$ cat config.mk
export PLATFORM = sky130hd
export DESIGN_NAME = lsu_load_sequencer_flat
export DESIGN_NICKNAME = d
export VERILOG_FILES = /design/src/rtl/lsu_pkg.sv /design/src/rtl/lsu_load_sequencer_if.sv /design/src/rtl/lsu_load_sequencer_ld_extract.sv /design/src/rtl/lsu_load_sequencer.sv /design/src/flat_wrapper.sv
export SDC_FILE = /design/constraint.sdc
export NUM_CORES = 1
export LEC_CHECK = 0
export CAP_MARGIN = 20
export CORE_MARGIN = 1
export CORE_UTILIZATION = 50
export CTS_CLUSTER_DIAMETER = 100
export DETAILED_ROUTE_END_ITERATION = 7
export PLACE_DENSITY = 0.84
export SYNTH_ARGS = -nofsm -noshare
export SYNTH_HDL_FRONTEND = slang
export SYNTH_SLANG_ARGS = --single-unit
export TNS_END_PERCENT = 50
$ cat constraint.sdc
create_clock -name clk -period 5.2 [get_ports clk]
set_input_delay 1.3 -clock clk [delete_from_list [all_inputs] [get_ports clk]]
set_output_delay 1.3 -clock clk [all_outputs]
set_load 0.05 [all_outputs]
$ cat src/rtl/lsu_pkg.sv
// Shared definitions for the load sequencer: RV32I load encodings, FSM states,
// and small decode helpers.
package lsu_pkg;

    localparam logic [2:0] F3_LB  = 3'b000;
    localparam logic [2:0] F3_LH  = 3'b001;
    localparam logic [2:0] F3_LW  = 3'b010;
    localparam logic [2:0] F3_LBU = 3'b100;
    localparam logic [2:0] F3_LHU = 3'b101;

    typedef enum logic [2:0] {
        S_IDLE,
        S_REQ_LO,
        S_WAIT_LO,
        S_REQ_HI,
        S_WAIT_HI,
        S_RESP
    } state_e;

    function automatic logic is_legal_ld(input logic [2:0] f3);
        return (f3 == F3_LB) || (f3 == F3_LH) || (f3 == F3_LW) ||
               (f3 == F3_LBU) || (f3 == F3_LHU);
    endfunction

    function automatic logic [2:0] ld_size(input logic [2:0] f3);
        case (f3)
            F3_LB, F3_LBU: return 3'd1;
            F3_LH, F3_LHU: return 3'd2;
            default:       return 3'd4;
        endcase
    endfunction

endpackage

$ cat src/rtl/lsu_load_sequencer_if.sv
// Word-read memory port: req/gnt address phase, rvalid data phase.
interface lsu_load_sequencer_if;
    logic        mem_req;
    logic [31:0] mem_addr;
    logic        mem_gnt;
    logic        mem_rvalid;
    logic [31:0] mem_rdata;

    modport master (output mem_req, mem_addr, input mem_gnt, mem_rvalid, mem_rdata);
    modport slave  (input mem_req, mem_addr, output mem_gnt, mem_rvalid, mem_rdata);
endinterface

$ cat src/rtl/lsu_load_sequencer_ld_extract.sv
// Byte-lane alignment and sign/zero extension of a two-word load window.
module ld_extract
    import lsu_pkg::*;
(
    input  logic [63:0] buf_i,
    input  logic [1:0]  off_i,
    input  logic [2:0]  func3_i,
    output logic [31:0] data_o
);

    logic [31:0] sh;
    assign sh = 32'(buf_i >> {off_i, 3'b000});

    always_comb begin
        data_o = '0;
        case (func3_i)
            F3_LB:   data_o = {{24{sh[7]}}, sh[7:0]};
            F3_LH:   data_o = {{16{sh[15]}}, sh[15:0]};
            F3_LW:   data_o = sh;
            F3_LBU:  data_o = {24'b0, sh[7:0]};
            F3_LHU:  data_o = {16'b0, sh[15:0]};
            default: data_o = '0;
        endcase
    end

endmodule

$ cat src/rtl/lsu_load_sequencer.sv
// RV32I load sequencer: one or two word reads per load, then align and extend.
//  state   | meaning
//  IDLE    | waiting for ld_start
//  REQ_LO  | mem_req for the low (or only) word
//  WAIT_LO | waiting for rvalid of the low word
//  REQ_HI  | mem_req for the next word of a split load
//  WAIT_HI | waiting for rvalid of the high word
//  RESP    | ld_done pulse, result registered
module lsu_load_sequencer
    import lsu_pkg::*;
#(
    parameter bit          ALLOW_MISALIGNED = 1'b1,
    parameter int unsigned TIMEOUT_CYCLES   = 0
) (
    input  logic                  clk,
    input  logic                  rst_n,
    input  logic                  ld_start,
    input  logic [2:0]            func3,
    input  logic [31:0]           addr,
    output logic                  ld_busy,
    output logic                  ld_done,
    output logic [31:0]           ld_data_out,
    output logic                  ld_err,
    lsu_load_sequencer_if.master  mem
);

    localparam int              CW      = (TIMEOUT_CYCLES > 1) ? $clog2(TIMEOUT_CYCLES) : 1;
    localparam bit              TO_EN   = (TIMEOUT_CYCLES > 0);
    localparam logic [CW-1:0]   TO_LOAD = TO_EN ? CW'(TIMEOUT_CYCLES - 1) : '0;

    state_e        state_q, state_d;
    logic [2:0]    func3_q, func3_d;
    logic [31:0]   addr_q, addr_d;
    logic          split_q, split_d;
    logic [31:0]   lo_q, lo_d, hi_q, hi_d;
    logic [CW-1:0] cnt_q, cnt_d;
    logic [31:0]   data_q, data_d;
    logic          err_q, err_d;

    logic          split_in, tc;
    logic [31:0]   ext_data, lo_addr, hi_addr;

    assign split_in = ({2'b00, addr[1:0]} + {1'b0, ld_size(func3)}) > 4'd4;
    assign tc       = TO_EN && (cnt_q == '0);
    assign lo_addr  = {addr_q[31:2], 2'b00};
    assign hi_addr  = {addr_q[31:2] + 30'd1, 2'b00};

    // Extraction sees the word arriving this cycle so the result is registered with ld_done.
    ld_extract u_ld_extract (
        .buf_i   ({hi_d, lo_d}),
        .off_i   (addr_q[1:0]),
        .func3_i (func3_q),
        .data_o  (ext_data)
    );

    always_comb begin
        lo_d = lo_q;
        hi_d = hi_q;
        if (state_q == S_IDLE && ld_start) begin
            lo_d = '0;
            hi_d = '0;
        end
        if (state_q == S_WAIT_LO && mem.mem_rvalid) lo_d = mem.mem_rdata;
        if (state_q == S_WAIT_HI && mem.mem_rvalid) hi_d = mem.mem_rdata;
    end

    always_comb begin
        state_d = state_q;
        func3_d = func3_q;
        addr_d  = addr_q;
        split_d = split_q;
        data_d  = data_q;
        err_d   = err_q;
        cnt_d   = (cnt_q != '0) ? cnt_q - CW'(1) : cnt_q;
        case (state_q)
            S_IDLE: begin
                if (ld_start) begin
                    func3_d = func3;
                    addr_d  = addr;
                    split_d = split_in;
                    if (!is_legal_ld(func3) || (split_in && !ALLOW_MISALIGNED)) begin
                        state_d = S_RESP;
                        err_d   = 1'b1;
                        data_d  = '0;
                    end else begin
                        state_d = S_REQ_LO;
                        cnt_d   = TO_LOAD;
                    end
                end
            end
            S_REQ_LO, S_REQ_HI: begin
                if (mem.mem_gnt) begin
                    state_d = (state_q == S_REQ_LO) ? S_WAIT_LO : S_WAIT_HI;
                    cnt_d   = TO_LOAD;
                end else if (tc) begin
                    state_d = S_RESP;
                    err_d   = 1'b1;
                    data_d  = '0;
                end
            end
            S_WAIT_LO, S_WAIT_HI: begin
                if (mem.mem_rvalid) begin
                    if (state_q == S_WAIT_LO && split_q) begin
                        state_d = S_REQ_HI;
                        cnt_d   = TO_LOAD;
                    end else begin
                        state_d = S_RESP;
                        err_d   = 1'b0;
                        data_d  = ext_data;
                    end
                end else if (tc) begin
                    state_d = S_RESP;
                    err_d   = 1'b1;
                    data_d  = '0;
                end
            end
            S_RESP:  state_d = S_IDLE;
            default: state_d = S_IDLE;
        endcase
    end

    always_ff @(posedge clk or negedge rst_n) begin
        if (!rst_n) begin
            state_q <= S_IDLE;
            func3_q <= '0;
            addr_q  <= '0;
            split_q <= 1'b0;
            lo_q    <= '0;
            hi_q    <= '0;
            cnt_q   <= '0;
            data_q  <= '0;
            err_q   <= 1'b0;
        end else begin
            state_q <= state_d;
            func3_q <= func3_d;
            addr_q  <= addr_d;
            split_q <= split_d;
            lo_q    <= lo_d;
            hi_q    <= hi_d;
            cnt_q   <= cnt_d;
            data_q  <= data_d;
            err_q   <= err_d;
        end
    end

    assign ld_busy      = (state_q != S_IDLE);
    assign ld_done      = (state_q == S_RESP);
    assign ld_data_out  = data_q;
    assign ld_err       = err_q;
    assign mem.mem_req  = (state_q == S_REQ_LO) || (state_q == S_REQ_HI);
    assign mem.mem_addr = (state_q == S_REQ_LO) ? lo_addr :
                          (state_q == S_REQ_HI) ? hi_addr : '0;

endmodule

$ cat src/flat_wrapper.sv
// flat-port wrapper written by rule: the top's interface ports become plain ports
module lsu_load_sequencer_flat import lsu_pkg::*;
#(
    parameter bit          ALLOW_MISALIGNED = 1'b1,
    parameter int unsigned TIMEOUT_CYCLES   = 0
)
  (clk, rst_n, ld_start, func3, addr, ld_busy, ld_done, ld_data_out, ld_err, mem_mem_req, mem_mem_addr, mem_mem_gnt, mem_mem_rvalid, mem_mem_rdata);
  lsu_load_sequencer_if mem_i ();
  input  logic clk;
  input  logic rst_n;
  input  logic ld_start;
  input  logic [2:0] func3;
  input  logic [31:0] addr;
  output logic ld_busy;
  output logic ld_done;
  output logic [31:0] ld_data_out;
  output logic ld_err;
  output wire logic [$bits(mem_i.mem_req)-1:0] mem_mem_req;
  output wire logic [$bits(mem_i.mem_addr)-1:0] mem_mem_addr;
  input wire logic [$bits(mem_i.mem_gnt)-1:0] mem_mem_gnt;
  input wire logic [$bits(mem_i.mem_rvalid)-1:0] mem_mem_rvalid;
  input wire logic [$bits(mem_i.mem_rdata)-1:0] mem_mem_rdata;
  assign mem_mem_req = mem_i.mem_req;
  assign mem_mem_addr = mem_i.mem_addr;
  assign mem_i.mem_gnt = mem_mem_gnt;
  assign mem_i.mem_rvalid = mem_mem_rvalid;
  assign mem_i.mem_rdata = mem_mem_rdata;
  lsu_load_sequencer #(.ALLOW_MISALIGNED(ALLOW_MISALIGNED), .TIMEOUT_CYCLES(TIMEOUT_CYCLES)) u_core (.clk(clk), .rst_n(rst_n), .ld_start(ld_start), .func3(func3), .addr(addr), .ld_busy(ld_busy), .ld_done(ld_done), .ld_data_out(ld_data_out), .ld_err(ld_err), .mem(mem_i));
endmodule
==> qor.csv <==
stage;metric;value;unit
timing;Final min period;4820;ps
logic_synthesis;post-synthesis instance area;0.00650;mm²
logic_synthesis;Synth Register Bits;128;
floorplan;IO Count;140;
critical_path;Critical Path End Type;primary output;
floorplan;Die Ht;116;µm
route;Total Wirelength;18.8;mm
logic_synthesis;Seq/Total Area, Yosys;0.493;
route;DRC viols;0;
place;Port Buffer Count;137;
power_and_ir_drop;Clk pwr share;0.210;
global_routing;initial antenna violation count;0;
global_routing;first-pass GRT wire length;29.5;mm
cells_and_area;most frequent cells in the layout;136 x clkdlybuf4s50_1, 128 x dfrtp_1, 62 x nand2_1, 50 x a22o_1, 32 x nor2_1;
critical_path;Top cell by count, worst path;nand4_1;
clocking;H-tree Lvls;4;
clocking;Post-CTS Resized;0;
floorplan;DIE AREA;0.0135;mm²
cells_and_area;Fill cells;934;
power_and_ir_drop;switching pwr;0.00259;W
logic_synthesis;number of flops mapped to enable cells by yosys;0;
cells_and_area;nets;807;
route;Final ANT Viol Nets;0;
clocking;# clock sinks;128;
critical_path;required time worst endpoint;3900;ps
floorplan;DIE WIDTH;116;µm
route;DR vias/cell;6.27;
logic_synthesis;Synth Flop Type;dfrtp_1;
timing;TNS Setup;0;ps
logic_synthesis;Ys Warns;0;
floorplan;# rows;41;
clocking;CTS Buf Count;17;
power_and_ir_drop;Worst VDD drop;0.000495;V
cells_and_area;P&R area growth vs syn;32.2;%
cells_and_area;commonest non-fill, non-tap cell in the layout;clkdlybuf4s50_1;
power_and_ir_drop;Internal Power;0.00331;W
logic_synthesis;share of flip-flops with an asynchronous set or reset;1.00;
power_and_ir_drop;Switching Share;0.439;
global_routing;total gr overflow;0;
power_and_ir_drop;Static Leak;3.77;nW
critical_path;Critical Path Source Type;flip-flop;
route;DR pass1 iterations;7;
floorplan;Core Area;0.0127;mm²
logic_synthesis;synth unique cells;55;
timing;Slew headroom;0.254;
timing;FMAX;208;MHz
global_routing;vias in the first global route;5710;
timing;clk_skew;12.6;ps
cells_and_area;layout cells sized above 1;0.105;
timing;Worst-Margin Slew;1120;ps
place;DP HPWL;12.4;mm
critical_path;delay-heaviest family, CP;simple AND/OR/NAND/NOR gates;
logic_synthesis;Mean Syn Cell Area;10.7;µm²
route;routed vias;5727;
critical_path;crit path max fanout;9;
critical_path;critical-path cell list;nand4_1 > nor4_4 > nand4_1 > or3_1 > a21oi_1 > clkdlybuf4s50_1;
place;pre-CTS setup slack;996;ps
worst_hold_path;Hold Path Class;reg -> reg;
cells_and_area;post-layout util;0.679;
critical_path;Slowest-stage cell, CP;clkdlybuf4s50_1;
timing;final hold vios;0;
cells_and_area;Ant. Diodes;0;
clocking;Root Buffer;clkbuf_16;
power_and_ir_drop;sequential share of power;0.309;
floorplan;Starting Density;0.513;
flow_run;Max-Cap Viols;0;
clocking;CTS tree;built;
clocking;Post-CTS Hold Buffers;0;
outcome;status;finished, final reports clean;
timing;crit share post-route;0.926;
timing;setup violators final;0;
global_routing;largest net degree at the start of global routing;79;
global_routing;GR Util All Layers;0.291;
clocking;clk buf depth;2;
timing;crit path setup slack, layout;384;ps
timing;max-slew violation count;0;
critical_path;Worst Path Arrival;3520;ps
route;DR iter-0 viols;683;
critical_path;kind of critical path;reg -> out;
clocking;clock-pin slew on the worst setup and hold paths;50;ps
clocking;clk_lat worst skew;420;ps
critical_path;critical path's largest stage delay;860;ps
logic_synthesis;Syn Inst Count;610;
clocking;Post-CTS Repair Setup Buffers;0;
timing;unrepaired setup endpoints after global routing;no;
power_and_ir_drop;combinational group share of total power;0.481;
route;routed length per instance;20.5;µm
place;RD Place Congestion;0.918;
power_and_ir_drop;pwr dens;686;mW/mm²
critical_path;Worst Path Buf+Inv;1;
==> Yosys cell counts, types with 7 or more instances <==
master | number | share of area
a21oi_1 | 20 | 0.015
nand2_1 | 62 | 0.036
buf_2 | 11 | 0.0085
a221oi_1 | 8 | 0.011
a22o_1 | 50 | 0.067
clkbuf_1 | 25 | 0.014
a22oi_1 | 23 | 0.027
mux2_2 | 27 | 0.047
mux2_1 | 21 | 0.036
inv_1 | 19 | 0.011
nor2_1 | 33 | 0.019
or3_1 | 12 | 0.012
a222oi_1 | 15 | 0.023
a2bb2oi_1 | 7 | 0.0094
xor2_1 | 15 | 0.020
dfrtp_1 | 128 | 0.49
nand4_1 | 9 | 0.0087
nand3_1 | 30 | 0.023
o21ai_0 | 16 | 0.012
a31oi_1 | 8 | 0.0077
==> final timing paths <==
check                                               from                            endpoint  slack (ps)  depth (start not counted)
setup / recovery            u_core.addr_q[9]$_DFFE_PN0P_                    mem_mem_addr[25]         380                          6
hold / removal                 u_core.lo_q[30]$_DFF_PN0_           u_core.lo_q[30]$_DFF_PN0_         490                          2
setup reg to reg           u_core.state_q[1]$_DFFE_PN0P_  u_core.ld_data_out[24]$_DFFE_PN0P_        2080                          6
hold reg to reg                u_core.lo_q[30]$_DFF_PN0_           u_core.lo_q[30]$_DFF_PN0_         490                          2
max in group asynchronous                          rst_n   u_core.ld_data_out[7]$_DFFE_PN0P_        3590                          3
min in group asynchronous                          rst_n           u_core.lo_q[13]$_DFF_PN0_         680                          1
==> metrics by stage <==
step | std cells | instance area, µm² | hold slack, ps | power, W
6_report | 914 | 8600 | 490 | 0.00590
5_1_grt | 914 | 8600 | 517 | 0.00616
3_5_place_dp | 883 | 7960 | 481 | 0.00459
4_1_cts | 913 | 8570 | 496 | 0.00587
2_1_floorplan | 611 | 6510 | 452 | 0.00371
3_3_place_gp | 883 | 7960 | 465 | 0.00450
==> cell type report <==
class                      instances  area (µm²)  share of cell area
clock buffer                      21         450              0.0524
clock inverter                     9         160              0.0186
inverter                          19        71.3             0.00829
multi-input combinational        421        3060               0.356
sequential                       128        3200               0.373
tap                              172         215              0.0250
timing repair buffer             144        1440               0.168
==> state kept, by name, summed over array words and instances, names as in the netlist <==
signal              count
u_core.ld_err           1
u_core.addr_q          32
u_core.state_q          3
u_core.split_q          1
u_core.ld_data_out     32
u_core.hi_q            24
u_core.func3_q          3
u_core.lo_q            32
==> cells by family after synthesis <==
group | after synthesis | share of synthesized area
other cells | 1 | 0.000577
buf+inv | 62 | 0.0419
fa+ha+maj | 4 | 0.00885
xor+xnor | 21 | 0.0283
compound gates | 162 | 0.192
flops | 128 | 0.493
simple gates | 178 | 0.141
mux | 54 | 0.0943
==> power groups by stage <==
stage / Sequential (W) / Combinational [W] / Clock [W]
after global routing: 0.00187 / 0.00301 / 0.00129
final: 0.00182 / 0.00284 / 0.00124
after floorplan: 0.00197 / 0.00174 / 0
after global placement: 0.00178 / 0.00272 / 0
after CTS: 0.00180 / 0.00282 / 0.00125
after detailed placement: 0.00180 / 0.00278 / 0
==> worst min-delay path: cells and delay by family (launching register included) <==
kind / cells / cell delay, ps
simple gates: 2 / 140
flops: 1 / 320
==> layer usage <==
layer,track usage,vias up,part of all wire
li1,-,2523,-
met1,0.366,2879,0.40
met2,0.477,281,0.50
met3,0.0711,44,0.070
met4,0.134,0,0.030
met5,0,-,0
Power figures use the tool's default switching activity.
